`src/rtl/lea_128bits_divide_in_16x8_register.sv`:
```
`default_nettype none
//============================================================================
// Module  : lea_128bits_divide_in_16x8_register
// Purpose : Registers a 128-bit LEA block and presents it as 16 byte lanes.
// Revision: 1.0 - initial release
//============================================================================
module lea_128bits_divide_in_16x8_register (
    input  logic         clk,
    input  logic         rst_n,
    input  logic         load,
    input  logic [127:0] Din,
    output logic [7:0]   Dout0,
    output logic [7:0]   Dout1,
    output logic [7:0]   Dout2,
    output logic [7:0]   Dout3,
    output logic [7:0]   Dout4,
    output logic [7:0]   Dout5,
    output logic [7:0]   Dout6,
    output logic [7:0]   Dout7,
    output logic [7:0]   Dout8,
    output logic [7:0]   Dout9,
    output logic [7:0]   Dout10,
    output logic [7:0]   Dout11,
    output logic [7:0]   Dout12,
    output logic [7:0]   Dout13,
    output logic [7:0]   Dout14,
    output logic [7:0]   Dout15,
    output logic         valid
);

    // Packed as [lane][bit], so lane k lines up with Din[8k+7:8k].
    logic [15:0][7:0] r_lanes;
    logic             r_valid;

    always_ff @(posedge clk or negedge rst_n) begin
        if (!rst_n) begin
            r_lanes <= '0;
            r_valid <= 1'b0;
        end else if (load) begin
            r_lanes <= Din;
            r_valid <= 1'b1;
        end
    end

    assign Dout0  = r_lanes[0];
    assign Dout1  = r_lanes[1];
    assign Dout2  = r_lanes[2];
    assign Dout3  = r_lanes[3];
    assign Dout4  = r_lanes[4];
    assign Dout5  = r_lanes[5];
    assign Dout6  = r_lanes[6];
    assign Dout7  = r_lanes[7];
    assign Dout8  = r_lanes[8];
    assign Dout9  = r_lanes[9];
    assign Dout10 = r_lanes[10];
    assign Dout11 = r_lanes[11];
    assign Dout12 = r_lanes[12];
    assign Dout13 = r_lanes[13];
    assign Dout14 = r_lanes[14];
    assign Dout15 = r_lanes[15];
    assign valid  = r_valid;

endmodule
`default_nettype wire

```
`config.mk`:
```
export PLATFORM = sky130hd
export DESIGN_NAME = lea_128bits_divide_in_16x8_register
export DESIGN_NICKNAME = d
export VERILOG_FILES = /design/src/rtl/lea_128bits_divide_in_16x8_register.sv
export SDC_FILE = /design/constraint.sdc
export NUM_CORES = 1
export LEC_CHECK = 0
export ABC_AREA = 1
export ABC_CLOCK_PERIOD_IN_PS = 900
export CAP_MARGIN = 20
export CORE_ASPECT_RATIO = 0.75
export CORE_MARGIN = 5
export CORE_UTILIZATION = 39
export CTS_CLUSTER_SIZE = 20
export DETAILED_ROUTE_END_ITERATION = 8
export GPL_ROUTABILITY_DRIVEN = 1
export GPL_TIMING_DRIVEN = 0
export PLACE_DENSITY = 0.8
export SLEW_MARGIN = 10
export SYNTH_ARGS = -nofsm -noshare
export SYNTH_HDL_FRONTEND = slang
export SYNTH_SLANG_ARGS = --single-unit
```
`constraint.sdc`:
```
create_clock -name clk -period 0.9 [get_ports clk]
set_input_delay 0.18 -clock clk [delete_from_list [all_inputs] [get_ports clk]]
set_output_delay 0.18 -clock clk [all_outputs]
set_load 0.01 [all_outputs]
```
==> results of run 1 <==
[stage by stage]
step	util [%]	TNS [ns]	cell area, µm²	hold WS [ns]	instances
2_1_floorplan	-	0	4850	-0.116	543
3_3_place_gp	62.7	-753.46	7650	0.452	968
3_5_place_dp	62.9	-84.29	7680	0.191	969
4_1_cts	66.5	-27.85	8120	-0.239	1032
5_1_grt	69.6	-30.28	8510	-0.221	1064
6_report	69.6	-25.23	8510	-0.250	1064
[synthesized netlist by cell type]
library cell and instances:
sky130_fd_sc_hd__nand2_1 384, sky130_fd_sc_hd__dfrtp_1 129, sky130_fd_sc_hd__buf_4 14, sky130_fd_sc_hd__buf_2 14, sky130_fd_sc_hd__inv_2 1, sky130_fd_sc_hd__or2_2 1
[layer usage]
metal | up-vias | wire (µm) | GRT usage [%]
met5 | - | 0 | 0
met1 | 2210 | 6390 | 24.8
met2 | 207 | 7780 | 36.4
met3 | 21 | 1810 | 10.4
li1 | 2312 | - | -
met4 | 0 | 275 | 7.75
[logic make-up after synthesis]
| logic type | after synthesis | synth area share (%) |
|---|---|---|
| buf+inv | 29 | 3.69 |
| simple gates | 385 | 29.8 |
| flops | 129 | 66.5 |
[power breakdown]
| group | switching [mW] | internal [mW] | leakage, nW |
|---|---|---|---|
| registers | 0.325 | 6.32 | 1.57 |
| clock network | 2.41 | 4.83 | 0.301 |
| logic | 1.30 | 1.69 | 2.73 |
| total | 4.04 | 12.8 | 4.60 |
[path summary, 6_finish.rpt]
path | start | endpoint | slack [ns] | cells after the start
max | Dout8[2] | Dout8[2] | -0.23 | 1
min | rst_n | Dout14[1] | -0.25 | 1
max reg2reg | Dout3[6] | Dout3[6] | 0.04 | 4
min reg2reg | Dout10[0] | Dout10[0] | 0.46 | 2
max in group asynchronous | rst_n | Dout4[1] | 0.40 | 2
min in group clk | Din[111] | Dout13[7] | 0.32 | 3
[cell type report]
type                            count  area (µm²)
Buffer                             28         175
Clock buffer                       21         470
Clock inverter                     10         158
Fill cell                         907        3710
Inverter                            1        3.75
Multi-Input combinational cell    385        1450
Sequential cell                   129        3230
Tap cell                          166         208
Timing Repair Buffer              324        2820
[what timing repair did]
item / CTS / global route
setup buffers: 32 / 32
hold endpoints to repair: 59 / 59
pin swaps: 0 / 0
resized for setup: 557 / 23
setup endpoints to repair: 249 / 129
==> flow_summary.ini, run 1 <==
[floorplan]
die_area_um2 = 14800
die-height_um = 107
placementRows = 35
core_area_um2 = 12200
die_x_um = 139
io_pins = 260
initial_util_pct = 39.7

[sta]
period_minus_slack_ns = 1.13
finalClockSkew_ns = 0
max-slew-margin-rel_pct = 62.3
timing.final.max_slew_violations = 0
total_of_endpoints_with_negative_setup_slack_in_the_final_report = 129
timing.fmax_mhz = 888
setup_slack_ns = -0.226
fin_hold_ws_ns = -0.250
finalCritPeriodShare_pct = 125
report.final.hold_viol_count = 59
tightest_slew_ns = 0.566
grt_setup_unrepaired = true

[power]
power_density_nw_per_um2 = 1980
p_total_mw = 16.9
vdd_drop_max_uv = 1270
cellLeakagePower_nw = 4.60

[route]
post-route-drc-count = 0
vias = 4750
wirelength_mm = 16.3
detailedRoute.firstPassIterationCount = 5
ant_nets = 0
drt-wirelength-per-cell_um = 15.3
first_iter_violations = 237
detail_route.vias_per_cell = 4.46

[clock_network]
clock_insertion_delay_worst_skew_ns = 0.40
cts_buffer_depth = 2
tritoncts_clock_tree = yes
cts_htree_levels = 4
cts.clk_slew.worst_paths_ns = 0.06
total_clock_buffers_created_by_cts = 17
number_of_clock_sinks = 129
clk_root_buffer_cell = sky130_fd_sc_hd__clkbuf_16

[logic_synthesis]
sequential_area_share_after_synthesis_pct = 66.5
synthDominantAreaCellType = sky130_fd_sc_hd__dfrtp_1
postSynthRegisterBits = 129
synth.top_cell.area_share_pct = 66.5
ys_top_cells_by_area = sky130_fd_sc_hd__dfrtp_1, sky130_fd_sc_hd__nand2_1, sky130_fd_sc_hd__buf_4
syn-instance-count = 543
synth-warning-count = 0
syn_std_cell_area_um2 = 4850
mappedNetlistNets = 674
post_synth.cell_area_avg_um2 = 8.94
yosysUniqueCellTypes = 6

[placement]
gp_congestion = 0.808
place_worst_setup_slack_ns = -0.515
numPortBuffers = 259
hpwlAfterDp_mm = 11.6

[global_routing]
number_of_antenna_violations_at_the_first_check_in_global_routing = 0
grt_first_pass_wirelength_mm = 25.7
grt_pass1_vias = 5074
overflow = 0
grt_max_degree = 71
track_usage_pct = 21.9

[critical_path]
crit_buf_inv = 1
timing.critical_path.arrival_ns = 0.95
timing.critical_path.to_type = output pin
critPathLaunchType = register
cp_top_family = flip-flops
crit_chain = buf_6
cp_slowest_stage_delay_ns = 0.41
cp_max_fanout = 2
crit_required_ns = 0.72
timing.setup.critical_path_class = reg2out
worst_path_max_delay_cell = sky130_fd_sc_hd__dfrtp_1

[outcome]
failing_checks = negative hold slack, negative setup slack
outcome = complete, but fails checks

[final_layout]
final_layout_size_suffix_gt1_share_pct = 28.4
synthToLayoutAreaGrowth_pct = 75.3
design.final.nets = 1017
leading_cell_type_in_the_layout_fill_and_taps_excluded = sky130_fd_sc_hd__nand2_1
layout.cells.most_common_list = sky130_fd_sc_hd__nand2_1, sky130_fd_sc_hd__dfrtp_1, sky130_fd_sc_hd__clkdlybuf4s50_1
antenna-diode-count = 0

[run]
max-cap-violations = 0

[worst_hold_path]
hp-class = in2async
No activity file was read; power rests on OpenSTA's default activity.
==> run 2: changes to the inputs <==
CELL_PAD_IN_SITES_DETAIL_PLACEMENT = 1   (was unset)
CELL_PAD_IN_SITES_GLOBAL_PLACEMENT = 2   (was unset)
CORE_UTILIZATION = 21   (was 39)
CTS_CLUSTER_DIAMETER = 150   (was unset)
PLACE_DENSITY = unset   (was 0.8)
PLACE_DENSITY_LB_ADDON = 0.1   (was unset)
==> flow_summary.ini, run 2 (synthesis gave the netlist of run 1 again) <==
[outcome]
outcome = complete, but fails checks
failing_checks = negative hold slack, negative setup slack

[floorplan]
initial_util_pct = 21.2
io_pins = 260
die_x_um = 186
placementRows = 48
die_area_um2 = 26300
core_area_um2 = 22900
die-height_um = 142

[critical_path]
crit_chain = buf_6
path_depth = 1
r2r-start = Dout13[1]
timing.reg2reg.worst_path_depth = 4
worstSetupStartpoint = Dout13[6]
timing.critical_path.to_type = output pin
worst_setup_path_endpoint = Dout13[6]
worst_path_max_delay_cell = sky130_fd_sc_hd__dfrtp_1
cp_top_family = flip-flops
crit_required_ns = 0.72
critPathLaunchType = register
regToRegEndpoint = Dout13[1]
crit_buf_inv = 1
timing.setup.critical_path_class = reg2out
cp_max_fanout = 2
timing.critical_path.arrival_ns = 0.95
cp_slowest_stage_delay_ns = 0.40
reg2reg_slack_ns = 0.03

[route]
detail_route.vias_per_cell = 3.92
first_iter_violations = 138
vias = 4716
drt-wirelength-per-cell_um = 15.7
post-route-drc-count = 0
ant_nets = 0
detailedRoute.firstPassIterationCount = 4
wirelength_mm = 18.9

[sta]
timing.final.max_slew_violations = 0
setup_slack_ns = -0.229
finalCritPeriodShare_pct = 125
fin_hold_ws_ns = -0.279
max-slew-margin-rel_pct = 63.4
period_minus_slack_ns = 1.13
total_of_endpoints_with_negative_setup_slack_in_the_final_report = 129
timing.setup.tns_ns = -26.65
tightest_slew_ns = 0.548
finalClockSkew_ns = 0
report.final.hold_viol_count = 52
timing.fmax_mhz = 886
grt_setup_unrepaired = true

[final_layout]
design.final.nets = 1023
antenna-diode-count = 0
synthToLayoutAreaGrowth_pct = 81.9
leading_cell_type_in_the_layout_fill_and_taps_excluded = sky130_fd_sc_hd__nand2_1
layout.cells.most_common_list = sky130_fd_sc_hd__nand2_1, sky130_fd_sc_hd__dfrtp_1, sky130_fd_sc_hd__clkdlybuf4s50_1
final_layout_size_suffix_gt1_share_pct = 28.7
fin_util_pct = 38.6
final_design_instance_area_without_fill_um2 = 8830
final_non_filler_cell_total = 1204

[clock_network]
clock_insertion_delay_worst_skew_ns = 0.40
number_of_clock_sinks = 129
total_clock_buffers_created_by_cts = 17
tritoncts_clock_tree = yes
cts_htree_levels = 4
cts_buffer_depth = 2
clk_root_buffer_cell = sky130_fd_sc_hd__clkbuf_16
cts.clk_slew.worst_paths_ns = 0.06

[global_routing]
grt_pass1_vias = 5093
grt_max_degree = 78
grt_first_pass_wirelength_mm = 28.5
number_of_antenna_violations_at_the_first_check_in_global_routing = 1
overflow = 0
track_usage_pct = 14.0

[power]
p_total_mw = 17.1
power_density_nw_per_um2 = 1940
vdd_drop_max_uv = 931
cellLeakagePower_nw = 4.67

[run]
max-cap-violations = 0

[placement]
dpl.cell_count = 1103
cell_area_after_placement_um2 = 7850
numPortBuffers = 259
hpwlAfterDp_mm = 13.6
gp_congestion = 0.737
place_worst_setup_slack_ns = -0.603

[worst_hold_path]
hp-class = in2async
run 2: layer usage:
layer | part of all wire [%] | GRT usage, % | up-vias
met1 | 41 | 16.8 | 2224
met5 | 0.069 | 0 | -
met4 | 1.2 | 3.76 | 2
met3 | 10 | 6.89 | 16
met2 | 48 | 22.7 | 150
li1 | - | - | 2324
run 2: area by class of cell:
type | instances | area, µm²
clock buffer | 22 | 464
inverter | 1 | 3.75
timing repair buffer | 330 | 2960
fill | 2672 | 14100
sequential | 129 | 3230
tap | 300 | 375
multi-input combinational | 385 | 1450
buffer | 28 | 196
clock inverter | 9 | 156
run 2: worst reg2reg max path, cell delays in order (launching register included):
cell and delay (ns):
sky130_fd_sc_hd__dfrtp_1 0.39, sky130_fd_sc_hd__buf_4 0.14, sky130_fd_sc_hd__buf_4 0.12, sky130_fd_sc_hd__nand2_1 0.06, sky130_fd_sc_hd__nand2_1 0.05
run 2: worst min path at each step:
stage / start / endpoint / slack, ns / cells after the start
2_1_floorplan: rst_n / Dout0[0] / -0.12 / 0
3_3_place_gp: valid / valid / 0.45 / 1
3_5_place_dp: rst_n / Dout14[2] / 0.20 / 1
4_1_cts: rst_n / Dout14[2] / -0.27 / 1
5_1_grt: rst_n / Dout14[2] / -0.24 / 1
6_report: rst_n / Dout14[2] / -0.28 / 1
run 2: timing repair:
action	4_1_cts	5_1_grt
cloned	0	0
hold endpoints to repair	52	52
setup endpoints to repair	249	139
resized for setup	602	20
buffers inserted	30	40
run 2: power by group:
part	total [mW]	internal (mW)	leakage (nW)	switching, mW
clock network	7.36	4.78	0.304	2.58
registers	6.65	6.32	1.57	0.331
logic	3.12	1.79	2.80	1.33
total	17.1	12.9	4.67	4.24
